File: src/rtl/shooter_pkg.sv
// shooter_pkg: shared slot state encoding and default bullet constants
package shooter_pkg;

    typedef enum logic [1:0] {
        IDLE  = 2'd0,
        FLY   = 2'd1,
        ERASE = 2'd2
    } slot_state_t;

    localparam int DEFAULT_SPAWN_Y = 100;
    localparam int DEFAULT_STEP    = 1;

endpackage

File: src/rtl/bullet_slot.sv
// bullet_slot: one bullet slot FSM (IDLE/FLY/ERASE) with its x/y position registers
//   clk, resetn   : clock, async active-low reset
//   i_alloc       : launch this slot (honoured only while IDLE)
//   i_tick        : frame-rate position update pulse
//   i_hit         : collision flag (honoured only while FLY)
//   i_spawn_x     : x loaded at launch
//   o_state       : current slot state
//   o_x, o_y      : held coordinates
//   o_erase       : high for the single ERASE cycle
module bullet_slot
    import shooter_pkg::*;
#(
    parameter int X_WIDTH = 8,
    parameter int Y_WIDTH = 7,
    parameter int SPAWN_Y = DEFAULT_SPAWN_Y,
    parameter int STEP    = DEFAULT_STEP
) (
    input  logic               clk,
    input  logic               resetn,
    input  logic               i_alloc,
    input  logic               i_tick,
    input  logic               i_hit,
    input  logic [X_WIDTH-1:0] i_spawn_x,
    output slot_state_t        o_state,
    output logic [X_WIDTH-1:0] o_x,
    output logic [Y_WIDTH-1:0] o_y,
    output logic               o_erase
);

    slot_state_t        r_state;
    logic [X_WIDTH-1:0] r_x;
    logic [Y_WIDTH-1:0] r_y;

    always_ff @(posedge clk or negedge resetn) begin
        if (!resetn) begin
            r_state <= IDLE;
            r_x     <= '0;
            r_y     <= '0;
        end else begin
            case (r_state)
                IDLE: if (i_alloc) begin
                    r_state <= FLY;
                    r_x     <= i_spawn_x;
                    r_y     <= Y_WIDTH'(SPAWN_Y);
                end
                // hit has priority over tick; the top check happens before subtracting
                FLY: if (i_hit) begin
                    r_state <= ERASE;
                end else if (i_tick) begin
                    if (int'(r_y) < STEP) r_state <= ERASE;
                    else r_y <= r_y - Y_WIDTH'(STEP);
                end
                ERASE: r_state <= IDLE;
                default: r_state <= IDLE;
            endcase
        end
    end

    assign o_state = r_state;
    assign o_x     = r_x;
    assign o_y     = r_y;
    assign o_erase = (r_state == ERASE);

endmodule

File: src/rtl/bullet_pool_ctrl.sv
// bullet_pool_ctrl: pool of bullet slots with fire edge detect, cooldown and lowest-index allocation
//   clk, resetn   : clock, async active-low reset
//   fire          : fire key level; rising edge requests a launch
//   player_x      : x latched into the launched slot
//   tick          : frame-rate movement / cooldown pulse
//   hit           : per-slot collision flags
//   active        : per-slot FLY indication
//   erase         : per-slot one-cycle erase strobe
//   bullet_x/y    : packed per-slot coordinates
//   fired         : registered launch-accepted pulse, with fired_slot
//   dropped       : registered fire-edge-rejected pulse
//   active_count  : number of slots in FLY
module bullet_pool_ctrl
    import shooter_pkg::*;
#(
    parameter int NUM_BULLETS    = 4,
    parameter int X_WIDTH        = 8,
    parameter int Y_WIDTH        = 7,
    parameter int SPAWN_Y        = DEFAULT_SPAWN_Y,
    parameter int STEP           = DEFAULT_STEP,
    parameter int COOLDOWN_TICKS = 8,
    localparam int FS_W = (NUM_BULLETS > 1) ? $clog2(NUM_BULLETS) : 1,
    localparam int AC_W = $clog2(NUM_BULLETS + 1)
) (
    input  logic                           clk,
    input  logic                           resetn,
    input  logic                           fire,
    input  logic [X_WIDTH-1:0]             player_x,
    input  logic                           tick,
    input  logic [NUM_BULLETS-1:0]         hit,
    output logic [NUM_BULLETS-1:0]         active,
    output logic [NUM_BULLETS-1:0]         erase,
    output logic [NUM_BULLETS*X_WIDTH-1:0] bullet_x,
    output logic [NUM_BULLETS*Y_WIDTH-1:0] bullet_y,
    output logic                           fired,
    output logic [FS_W-1:0]                fired_slot,
    output logic                           dropped,
    output logic [AC_W-1:0]                active_count
);

    localparam int CD_W = (COOLDOWN_TICKS > 0) ? $clog2(COOLDOWN_TICKS + 1) : 1;

    logic                   r_fire_q;
    logic                   r_armed;
    logic [CD_W-1:0]        r_cd;
    logic                   r_fired;
    logic                   r_dropped;
    logic [FS_W-1:0]        r_fired_slot;
    logic [NUM_BULLETS-1:0] w_idle;
    logic [NUM_BULLETS-1:0] w_alloc;
    logic [FS_W-1:0]        w_sel;
    logic                   w_rise;
    logic                   w_accept;
    logic [AC_W-1:0]        w_count;

    // r_armed stays low until fire is seen released after reset, so a key
    // held through reset release never counts as a fresh press
    assign w_rise   = fire & ~r_fire_q & r_armed;
    assign w_accept = w_rise & (|w_idle) & (r_cd == '0);
    assign w_alloc  = w_accept ? (NUM_BULLETS'(1) << w_sel) : '0;

    always_comb begin
        w_sel = '0;
        for (int i = NUM_BULLETS - 1; i >= 0; i--)
            if (w_idle[i]) w_sel = FS_W'(i);
    end

    always_comb begin
        w_count = '0;
        for (int i = 0; i < NUM_BULLETS; i++)
            w_count = w_count + AC_W'(active[i]);
    end

    always_ff @(posedge clk or negedge resetn) begin
        if (!resetn) begin
            r_fire_q     <= 1'b0;
            r_armed      <= 1'b0;
            r_cd         <= '0;
            r_fired      <= 1'b0;
            r_dropped    <= 1'b0;
            r_fired_slot <= '0;
        end else begin
            r_fire_q     <= fire;
            r_armed      <= r_armed | ~fire;
            r_fired      <= w_accept;
            r_dropped    <= w_rise & ~w_accept;
            r_fired_slot <= w_accept ? w_sel : '0;
            // a launch reloads the cooldown even if tick arrives in the same cycle
            if (w_accept) r_cd <= CD_W'(COOLDOWN_TICKS);
            else if (tick && r_cd != '0) r_cd <= r_cd - CD_W'(1);
        end
    end

    genvar g;
    generate
        for (g = 0; g < NUM_BULLETS; g++) begin : g_slot
            slot_state_t w_state;
            bullet_slot #(
                .X_WIDTH(X_WIDTH),
                .Y_WIDTH(Y_WIDTH),
                .SPAWN_Y(SPAWN_Y),
                .STEP   (STEP)
            ) u_slot (
                .clk      (clk),
                .resetn   (resetn),
                .i_alloc  (w_alloc[g]),
                .i_tick   (tick),
                .i_hit    (hit[g]),
                .i_spawn_x(player_x),
                .o_state  (w_state),
                .o_x      (bullet_x[g*X_WIDTH +: X_WIDTH]),
                .o_y      (bullet_y[g*Y_WIDTH +: Y_WIDTH]),
                .o_erase  (erase[g])
            );
            assign w_idle[g] = (w_state == IDLE);
            assign active[g] = (w_state == FLY);
        end
    endgenerate

    assign fired        = r_fired;
    assign fired_slot   = r_fired_slot;
    assign dropped      = r_dropped;
    assign active_count = w_count;

endmodule
File: config.mk
export PLATFORM = sky130hd
export DESIGN_NAME = bullet_pool_ctrl
export DESIGN_NICKNAME = d
export VERILOG_FILES = /design/src/rtl/shooter_pkg.sv /design/src/rtl/bullet_slot.sv /design/src/rtl/bullet_pool_ctrl.sv
export SDC_FILE = /design/constraint.sdc
export NUM_CORES = 1
export LEC_CHECK = 0
export CAP_MARGIN = 20
export CORE_ASPECT_RATIO = 2
export CORE_MARGIN = 2
export CORE_UTILIZATION = 45
export DETAILED_ROUTE_END_ITERATION = 12
export PLACE_DENSITY_LB_ADDON = 0.2
export SKIP_LAST_GASP = 1
export SLEW_MARGIN = 20
export SYNTH_ARGS = -nofsm -noshare
export SYNTH_HDL_FRONTEND = slang
export SYNTH_SLANG_ARGS = --single-unit
File: constraint.sdc
create_clock -name clk -period 2.4 [get_ports clk]
set_input_delay 0.24 -clock clk [delete_from_list [all_inputs] [get_ports clk]]
set_output_delay 0.24 -clock clk [all_outputs]
set_load 0.05 [all_outputs]
======== Word-level counts from Yosys, hierarchy flattened ========
Index checks and enable logic that the tools add are counted.
storage, ports and cells
  input port bits ......................... 16
  register bits ........................... 78
  word-level logic and storage cells ...... 145
cells by class
  shifts and indexed selects .............. 1
  equality and inequality tests ........... 32
  add/subtract/negate cells ............... 8
  reduce and logical (&&, ||, !) cells .... 25
  bitwise operators ....................... 9
  magnitude comparators ................... 4
  mux-type cells .......................... 48
operator list
  operator                                                    number
  two-way mux 7 bit                                           16
  one-hot mux 7 bit (2 select lines)                          4
  two-way mux 2 bit                                           21
  less-than comparator 7 x 1 -> 1 bit, second input constant  4
  subtractor 7 x 1 -> 7 bit, second input constant            4
  != test 2 bit, second input constant                        12
  AND reduction 5 bit                                         4
  one-hot mux 2 bit (2 select lines)                          4
  two-way mux 4 bit                                           3
  != test 3 x 2 -> 1 bit, second input constant               4
  != test 3 bit, second input constant                        4
  AND reduction 3 bit                                         4
  nonzero test 2 bit                                          5
  equality test 2 x 1 -> 1 bit, second input constant         4
  equality test 2 bit, second input constant                  4
  logical NOT 2 bit                                           4
  != test 2 x 1 -> 1 bit, second input constant               4
  AND reduction 2 bit                                         4
  AND 1 bit                                                   5
  logical NOT 4 bit                                           1
  nonzero test 4 bit                                          1
  OR reduction 4 bit                                          1
  << shifter 1 x 2 -> 4 bit, first input constant             1
  subtractor 4 x 1 -> 4 bit, second input constant            1
  6 further kinds                                             8

======== Depth between registers and ports, before layout ========
Gate-level depths: netlist of run 1.
  depth in word-level cells ............... 9
  gate-level depth with buffers ........... 9
  depth with buffers taken out ............ 7

======== Cells and area by module ========
From an unflattened synthesis of run 1, not the netlist that was laid out.
unflattened totals
  cell total of the unflattened synthesis .. 397
  area, all modules ....................... 3,844.9 µm²
modules (own cells, without submodules)
  module            instances  cells each  area each (µm²)
  bullet_slot       4          85          818.3
  bullet_pool_ctrl  1          57          571.8

======== Worst setup path after synthesis of run 1 ========
Ideal clock, no wire load.
  path type ............................... reg-to-output
  start ................................... register g_slot[2].u_slot.r_state[0]
  end ..................................... output active_count[2]
  path buffers ............................ 0
  required time ........................... 2.160 ns
  cell stages (with the launch flop) ...... 4
  arrival ................................. 1.929 ns
  slack ................................... 0.231 ns
  cells stage by stage .................... dfrtp_1 -> nor2b_1 -> ha_1 -> ha_1
on the way
  cells in the longest elaborated chain, start to end .. 3
RTL lines
  element                       RTL line                 text
  start: declaration            bullet_slot.sv:30        slot_state_t r_state;
  equality test 2 x 1 -> 1 bit  bullet_pool_ctrl.sv:116  assign active[g] = (w_state == FLY);
  named net active[2]           bullet_pool_ctrl.sv:31   output logic [NUM_BULLETS-1:0] active,
  adder 2 x 1 -> 3 bit          bullet_pool_ctrl.sv:71   w_count = w_count + AC_W'(active[i]);
  adder 3 x 1 -> 3 bit          bullet_pool_ctrl.sv:71
  end: declaration              bullet_pool_ctrl.sv:38   output logic [AC_W-1:0] active_count
The timed path passes the listed nets, and every way through them passes these cells.

======== Worst setup path in the final report of run 1 ========
  start ................................... register g_slot[0].u_slot.r_state[1]
  end ..................................... output active_count[1]
on the way
  cells in the longest elaborated chain, start to end .. 4
RTL lines
  element                       RTL line
  start: declaration            bullet_slot.sv:30
  equality test 2 x 1 -> 1 bit  bullet_pool_ctrl.sv:116
  adder 1 x 1 -> 2 bit          bullet_pool_ctrl.sv:71
  adder 2 x 1 -> 3 bit          bullet_pool_ctrl.sv:71
  adder 3 x 1 -> 3 bit          bullet_pool_ctrl.sv:71
Every way passes these cells.

==> metrics, run 1 <==
outcome finished clean; WP data arrival 2.08 ns; setup ws final 0.0769 ns; Core Rows 45; WL/cell 15.5 um; Post-Synthesis Cells 360; Most used DFF post-synth dfrtp_1; number of global-route vias before repair 2809; reg2reg start r_cd[0]$_DFFE_PN0P_; NetSw 1.77 mW; sequential power share 36.3%; final hold slack 0.404 ns; post-layout net count 484; vias 2881; gr usage total 21.6%; Slew @ Worst Pin 0.659 ns; Non-Filler Instances 558; Logic pwr share 33.8%; post-route design area 4960 um2; Tot Pwr 4.82 mW; core box area 7660 um2; synth-to-layout area growth 39.5%; clk_lat worst skew 0.34 ns; EDFF count, synth 0; root buf cell clkbuf_16; initial core utilization 46.5%; Reg-to-Reg End g_slot[1].u_slot.o_x[5]$_DFFE_PN0P_; routed vias/inst 5.16; most common cell after layout, fill and taps aside nand2_1; routing usage on met1 26.5%; largest net degree at the start of global routing 43; endpoints failing setup 0; Synth Cell Area 3560 um2; width of the die 66.9 um; max-slew violation count 0; Die ar. 8680 um2; # placed instances 540; Routed Wire Length 8.63 mm; remaining global-route overflow 0; min Tclk post-route 2.32 ns; Worst Path Required 2.16 ns; first drt pass iteration count 4; Pleak 2.40 nW; first-pass GRT wire length 13.9 mm; share of cells above drive strength 1 10.8%; ANT nets after route 0; pre-CTS WS 0.132 ns; most frequent cells in the layout nand2_1, clkdlybuf4s50_1, dfrtp_1, nor2_1, inv_1; Most Crowded Layer GR met2; Fin. Hold Viols 0; crit end category primary output; maxcap violations 0; GPL Wtd Cong 0.869; maximum clock insertion buffer count 2; CTS sink count 78; sw frac 36.7%; Crit Path Class flop to primary output; RSZ-0062 raised after global routing false; io pins 91; Final Util 64.8%; total negative slack 0 ns; clk_skew 0.00706 ns; R2R Setup Slk 0.32 ns; Placed Area 4590 um2; Max Fclk 0.430 GHz; GR Util met2 35.9%; r2r worst-path depth 6; crit path max fanout 3; total CTS buffers 9; clock transition at the registers of the reported paths 0.06 ns; Netlist cell types 50; Synth warnings 0; post-synthesis async set-or-reset flop share 100%; Slew headroom 55.7%; antenna cells 0; peak supply drop 0.723 mV; clock share of power 29.9%; HPWL Detailed 6.46 mm; Yosys reg bits 78; I/O Buffers 90; PD cells 972 nW/um2; Mapped Nets 384; post-route DRC violation count 0; Starting DRT DRC Count 166; syn_area_per_cell 9.88 um2; startpoint types flop; H-tree levels 3; min-delay worst type input port to async pin; met3 usage 4.83%; CTS tree built; Seq/Total Area, Yosys 54.9%; internal power 3.05 mW; Period Utilization, post-route 96.8%; die height 130 um; initial antenna violation count 0
==> state kept, by name, indices dropped and copies added (netlist names), 2 cells and up <==
register / cells
g_slot.u_slot.o_state: 8
r_cd: 4
g_slot.u_slot.o_y: 28
fired_slot: 2
g_slot.u_slot.o_x: 32
==> worst max path at each step <==
stage                                                endpoint                                     from  slack [ns]
after floorplan                               active_count[2]  g_slot[2].u_slot.o_state[0]$_DFFE_PN0P_        0.23
after global placement    g_slot[3].u_slot.o_y[6]$_DFFE_PN0P_                                     tick        0.19
after detailed placement  g_slot[3].u_slot.o_y[6]$_DFFE_PN0P_                                     tick        0.13
after CTS                                     active_count[1]  g_slot[3].u_slot.o_state[1]$_DFFE_PN0P_       0.004
after global routing                          active_count[1]  g_slot[0].u_slot.o_state[1]$_DFFE_PN0P_        0.02
final                                         active_count[1]  g_slot[0].u_slot.o_state[1]$_DFFE_PN0P_        0.08
==> critical path, stage by stage, from the launching register on <==
cell,delay [ns]
dfrtp_1,0.39
nand2b_4,0.16
fa_1,0.54
inv_1,0.05
ha_1,0.20
ha_4,0.28
buf_12,0.12
==> cell families after synthesis <==
kind of cell	count (synthesis)	synth area share, %
compound gates	34	6.47
fa+ha+maj	8	3.02
buf+inv	31	4.32
simple gates	183	24.0
mux	11	3.66
xor+xnor	15	3.69
flops	78	54.9
==> routing by layer <==
layer / vias up / share of wire [%]
li1: 1390 / -
met1: 1392 / 40
met2: 83 / 53
met3: 16 / 4.1
met4: 0 / 3.1
met5: - / 0
==> power by group through the flow <==
stage / combinational (mW) / clock (mW) / sequential, mW
floorplan: 0.431 / 0 / 2.35
global placement: 1.61 / 0 / 1.76
detailed placement: 1.63 / 0 / 1.77
CTS: 1.64 / 1.46 / 1.75
global route: 1.73 / 1.51 / 1.78
finish: 1.63 / 1.44 / 1.75
==> cell usage after synthesis (2+ instances only) <==
| cell type | instances | share of area, % |
|---|---|---|
| nand3b_1 | 4 | 0.84 |
| nor4_1 | 4 | 0.70 |
| xnor2_1 | 3 | 0.74 |
| nand2b_1 | 4 | 0.70 |
| ha_1 | 7 | 2.5 |
| xor2_1 | 12 | 3.0 |
| mux2_2 | 8 | 2.5 |
| nor3_1 | 7 | 0.98 |
| a31oi_1 | 4 | 0.70 |
| mux2_4 | 2 | 0.84 |
| o21ai_0 | 10 | 1.4 |
| nor3b_1 | 2 | 0.42 |
| nand3_1 | 15 | 2.1 |
| dfrtp_1 | 78 | 55 |
| clkbuf_1 | 6 | 0.63 |
| nand2_1 | 97 | 10 |
| a211oi_1 | 2 | 0.42 |
| nor2_1 | 27 | 2.8 |
| nor4bb_1 | 2 | 0.56 |
| or3_1 | 3 | 0.53 |
| inv_1 | 18 | 1.9 |
| buf_4 | 5 | 1.1 |
| nor2b_1 | 6 | 1.1 |
| and3_1 | 2 | 0.35 |
| a21oi_1 | 5 | 0.70 |
| a21o_1 | 2 | 0.42 |
| a21boi_0 | 2 | 0.42 |
==> repair_timing <==
action	CTS	global route
resized for setup	2	3
hold buffers	1	0
endpoints found under the setup margin	1	1
buffers inserted	1	1
hold endpoints to repair	36	0
==> area by class of cell <==
cell class / count / area, um2
fill: 636 / 2700
sequential: 78 / 1950
multi-input combinational: 251 / 1490
timing repair buffer: 102 / 1020
clock buffer: 12 / 246
tap: 94 / 118
clock inverter: 3 / 68.8
inverter: 18 / 67.6
Note: power is estimated with default switching activity, not from simulation.
==> run 2: changes to the inputs <==
- CAP_MARGIN: 20 -> default
- SYNTH_HIERARCHICAL: default -> 1
==> metrics, run 2 <==
crit end category primary output (unchanged); H-tree levels 3 (unchanged); total CTS buffers 9 (unchanged); number of flip-flops in the largest register 32 (unchanged); routed vias/inst 5.47 (was 5.16); ANT nets after route 0 (unchanged); top-count cell post-synth nand2_1 (unchanged); most frequent cells in the layout nand2_1, clkdlybuf4s50_1, dfrtp_1, buf_4, inv_1 (was nand2_1, clkdlybuf4s50_1, dfrtp_1, nor2_1, inv_1); Yosys reg bits 78 (unchanged); root buf cell clkbuf_16 (unchanged); CTS sink count 78 (unchanged); Post-Synthesis Cells 397 (was 360); first drt pass iteration count 4 (unchanged); Fin. Hold Viols 0 (unchanged); commonest cells in the netlist nand2_1, dfrtp_1, inv_1 (was nand2_1, dfrtp_1, nor2_1); endpoints failing setup 0 (unchanged); Synth warnings 6 (was 0); Starting DRT DRC Count 192 (was 166); remaining global-route overflow 0 (unchanged); first-pass GRT wire length 15.8 mm (was 13.9 mm); Reg-to-Reg End g_slot[2].u_slot/o_x[2]$_DFFE_PN0P_ (was g_slot[1].u_slot.o_x[5]$_DFFE_PN0P_); RSZ-0062 raised after global routing true (was false); r2r worst-path depth 9 (was 6); initial core utilization 46.4% (was 46.5%); max-slew violation count 0 (unchanged); Slew @ Worst Pin 0.992 ns (was 0.659 ns); largest net degree at the start of global routing 79 (was 43); Seq/Total Area, Yosys 50.8% (was 54.9%); clk_skew 0.00540 ns (was 0.00706 ns); clk_lat worst skew 0.34 ns (about the same); hold_buf cts 0 (was 1); WL/cell 15.5 um (about the same); PD cells 872 nW/um2 (was 972 nW/um2); WP data arrival 2.09 ns (was 2.08 ns); Non-Filler Instances 619 (was 558); EDFF count, synth 0 (unchanged); Core Rows 47 (was 45); Pleak 2.51 nW (was 2.40 nW); HPWL Detailed 6.84 mm (was 6.46 mm); post-layout net count 540 (was 484); synth top area cells dfrtp_1, nand2_1, mux2i_1, ha_1, inv_1 (was dfrtp_1, nand2_1, xor2_1, nor2_1, mux2_2); post-route DRC violation count 0 (unchanged); reg2reg start r_cd[0]$_DFFE_PN0P_ (unchanged); clock transition at the registers of the reported paths 0.06 ns (about the same); Netlist cell types 44 (was 50); peak supply drop 0.882 mV (was 0.723 mV); crit path max fanout 2 (was 3); io pins 91 (unchanged); syn_area_per_cell 9.68 um2 (was 9.88 um2); # placed instances 600 (was 540); Mapped Nets 421 (was 384); GPL Wtd Cong 0.805 (was 0.869); Routed Wire Length 9.61 mm (was 8.63 mm); outcome finished clean (unchanged); final hold slack 0.0433 ns (was 0.404 ns); min Tclk post-route 2.33 ns (was 2.32 ns); CTS tree built (unchanged); R2R Setup Slk 0.10 ns (was 0.32 ns); min-delay worst type input port to async pin (unchanged); most common cell after layout, fill and taps aside nand2_1 (unchanged); initial antenna violation count 0 (unchanged); startpoint types flop (unchanged); synth-to-layout area growth 40.3% (was 39.5%); vias 3383 (was 2881); largest area contributor in the netlist dfrtp_1 (unchanged); Max Fclk 0.429 GHz (was 0.430 GHz); number of global-route vias before repair 3298 (was 2809); I/O Buffers 90 (unchanged); Most used DFF post-synth dfrtp_1 (unchanged); Die ar. 9340 um2 (was 8680 um2); post-synthesis async set-or-reset flop share 100% (unchanged); die height 135 um (was 130 um); antenna cells 0 (unchanged); Synth Cell Area 3840 um2 (was 3560 um2); core box area 8290 um2 (was 7660 um2); maximum clock insertion buffer count 2 (unchanged); Slew headroom 33.9% (was 55.7%); maxcap violations 0 (unchanged); Period Utilization, post-route 97.1% (was 96.8%); width of the die 69.4 um (was 66.9 um); share of cells above drive strength 1 15.5% (was 10.8%); Crit Path Class flop to primary output (unchanged); gr usage total 21.3% (was 21.6%); Synth top area share 50.8% (was 54.9%); Worst Path Required 2.16 ns (about the same)
run 2: how the worst max path moves through the flow:
stage | from | endpoint | slack (ns)
2_1_floorplan | r_cd[0]$_DFFE_PN0P_ | g_slot[3].u_slot/o_y[4]$_DFFE_PN0P_ | 0.20
3_3_place_gp | fire | g_slot[2].u_slot/o_x[7]$_DFFE_PN0P_ | 0.05
3_5_place_dp | fire | g_slot[2].u_slot/o_x[6]$_DFFE_PN0P_ | -0.003
6_report | g_slot[0].u_slot/o_state[1]$_DFFE_PN0P_ | active_count[1] | 0.07
4_1_cts | g_slot[3].u_slot/o_state[1]$_DFFE_PN0P_ | active_count[1] | 0.03
5_1_grt | r_cd[0]$_DFFE_PN0P_ | g_slot[2].u_slot/o_x[4]$_DFFE_PN0P_ | -0.03
run 2: critical path, cell delays in order, from the launching register on:
cell	delay, ns
dfrtp_1	0.38
nand2b_4	0.16
fa_1	0.54
inv_1	0.04
ha_1	0.17
ha_1	0.31
buf_12	0.16
run 2: cells by family (layout without fill, tap and decap cells):
family	Yosys count	after routing	share of synthesized area, %
multiplexers	12	12	3.12
flip-flops	78	78	50.8
buffers and inverters	35	159	3.55
adder cells (fa/ha/maj)	8	8	2.80
AND/OR/NAND/NOR	207	207	27.6
AO/OA/AOI/OAI	57	57	12.2
run 2: cell type report:
class	count	area, um2
flip-flops and latches	78	1950
multi-input cells	284	1790
inverters	23	86.3
clock buffers	9	225
fillers	705	2900
clock inverters	7	75.1
well taps	98	123
repair buffers	120	1140
run 2: routing by layer:
layer,GRT usage [%],routed length [um],vias to the layer above
met3,5.30,477,12
met4,7.73,181,0
met5,0,0,-
met1,24.1,3770,1657
met2,38.5,5180,89
li1,-,-,1625
run 2: what timing repair did:
| item | in CTS | in global routing |
|---|---|---|
| hold endpoints to repair | 0 | 0 |
| setup endpoints to repair | 1 | 26 |
| gates cloned | 0 | 0 |
| resized for setup | 2 | 5 |
| pin swaps | 0 | 2 |
| setup buffers | 2 | 1 |
run 2: through the flow:
step                worst slack [ns]  TNS [ns]  power, mW  area, um2  util (%)
finish                        0.0690         0       4.70       5390      65.0
global route                 -0.0289   -0.0893       4.93       5390      65.0
CTS                           0.0272         0       4.75       5360      64.6
detailed placement          -0.00269  -0.00269       3.35       5040      60.7
global placement              0.0480         0       3.32       5040      60.7
floorplan                      0.196         0       2.75       3840         -
run 2: where the power goes:
part	switching (mW)	leakage [nW]	internal [mW]	total, mW
registers	0.194	1.05	1.52	1.71
logic	1.04	1.32	0.580	1.62
clock network	0.558	0.138	0.806	1.36
==> run 3: changes to the inputs <==
- CTS_BUF_LIST: default -> sky130_fd_sc_hd__clkbuf_8 sky130_fd_sc_hd__clkbuf_16
==> results of run 3 <==
Final layout, timing and power as in run 2 (identical DEF).
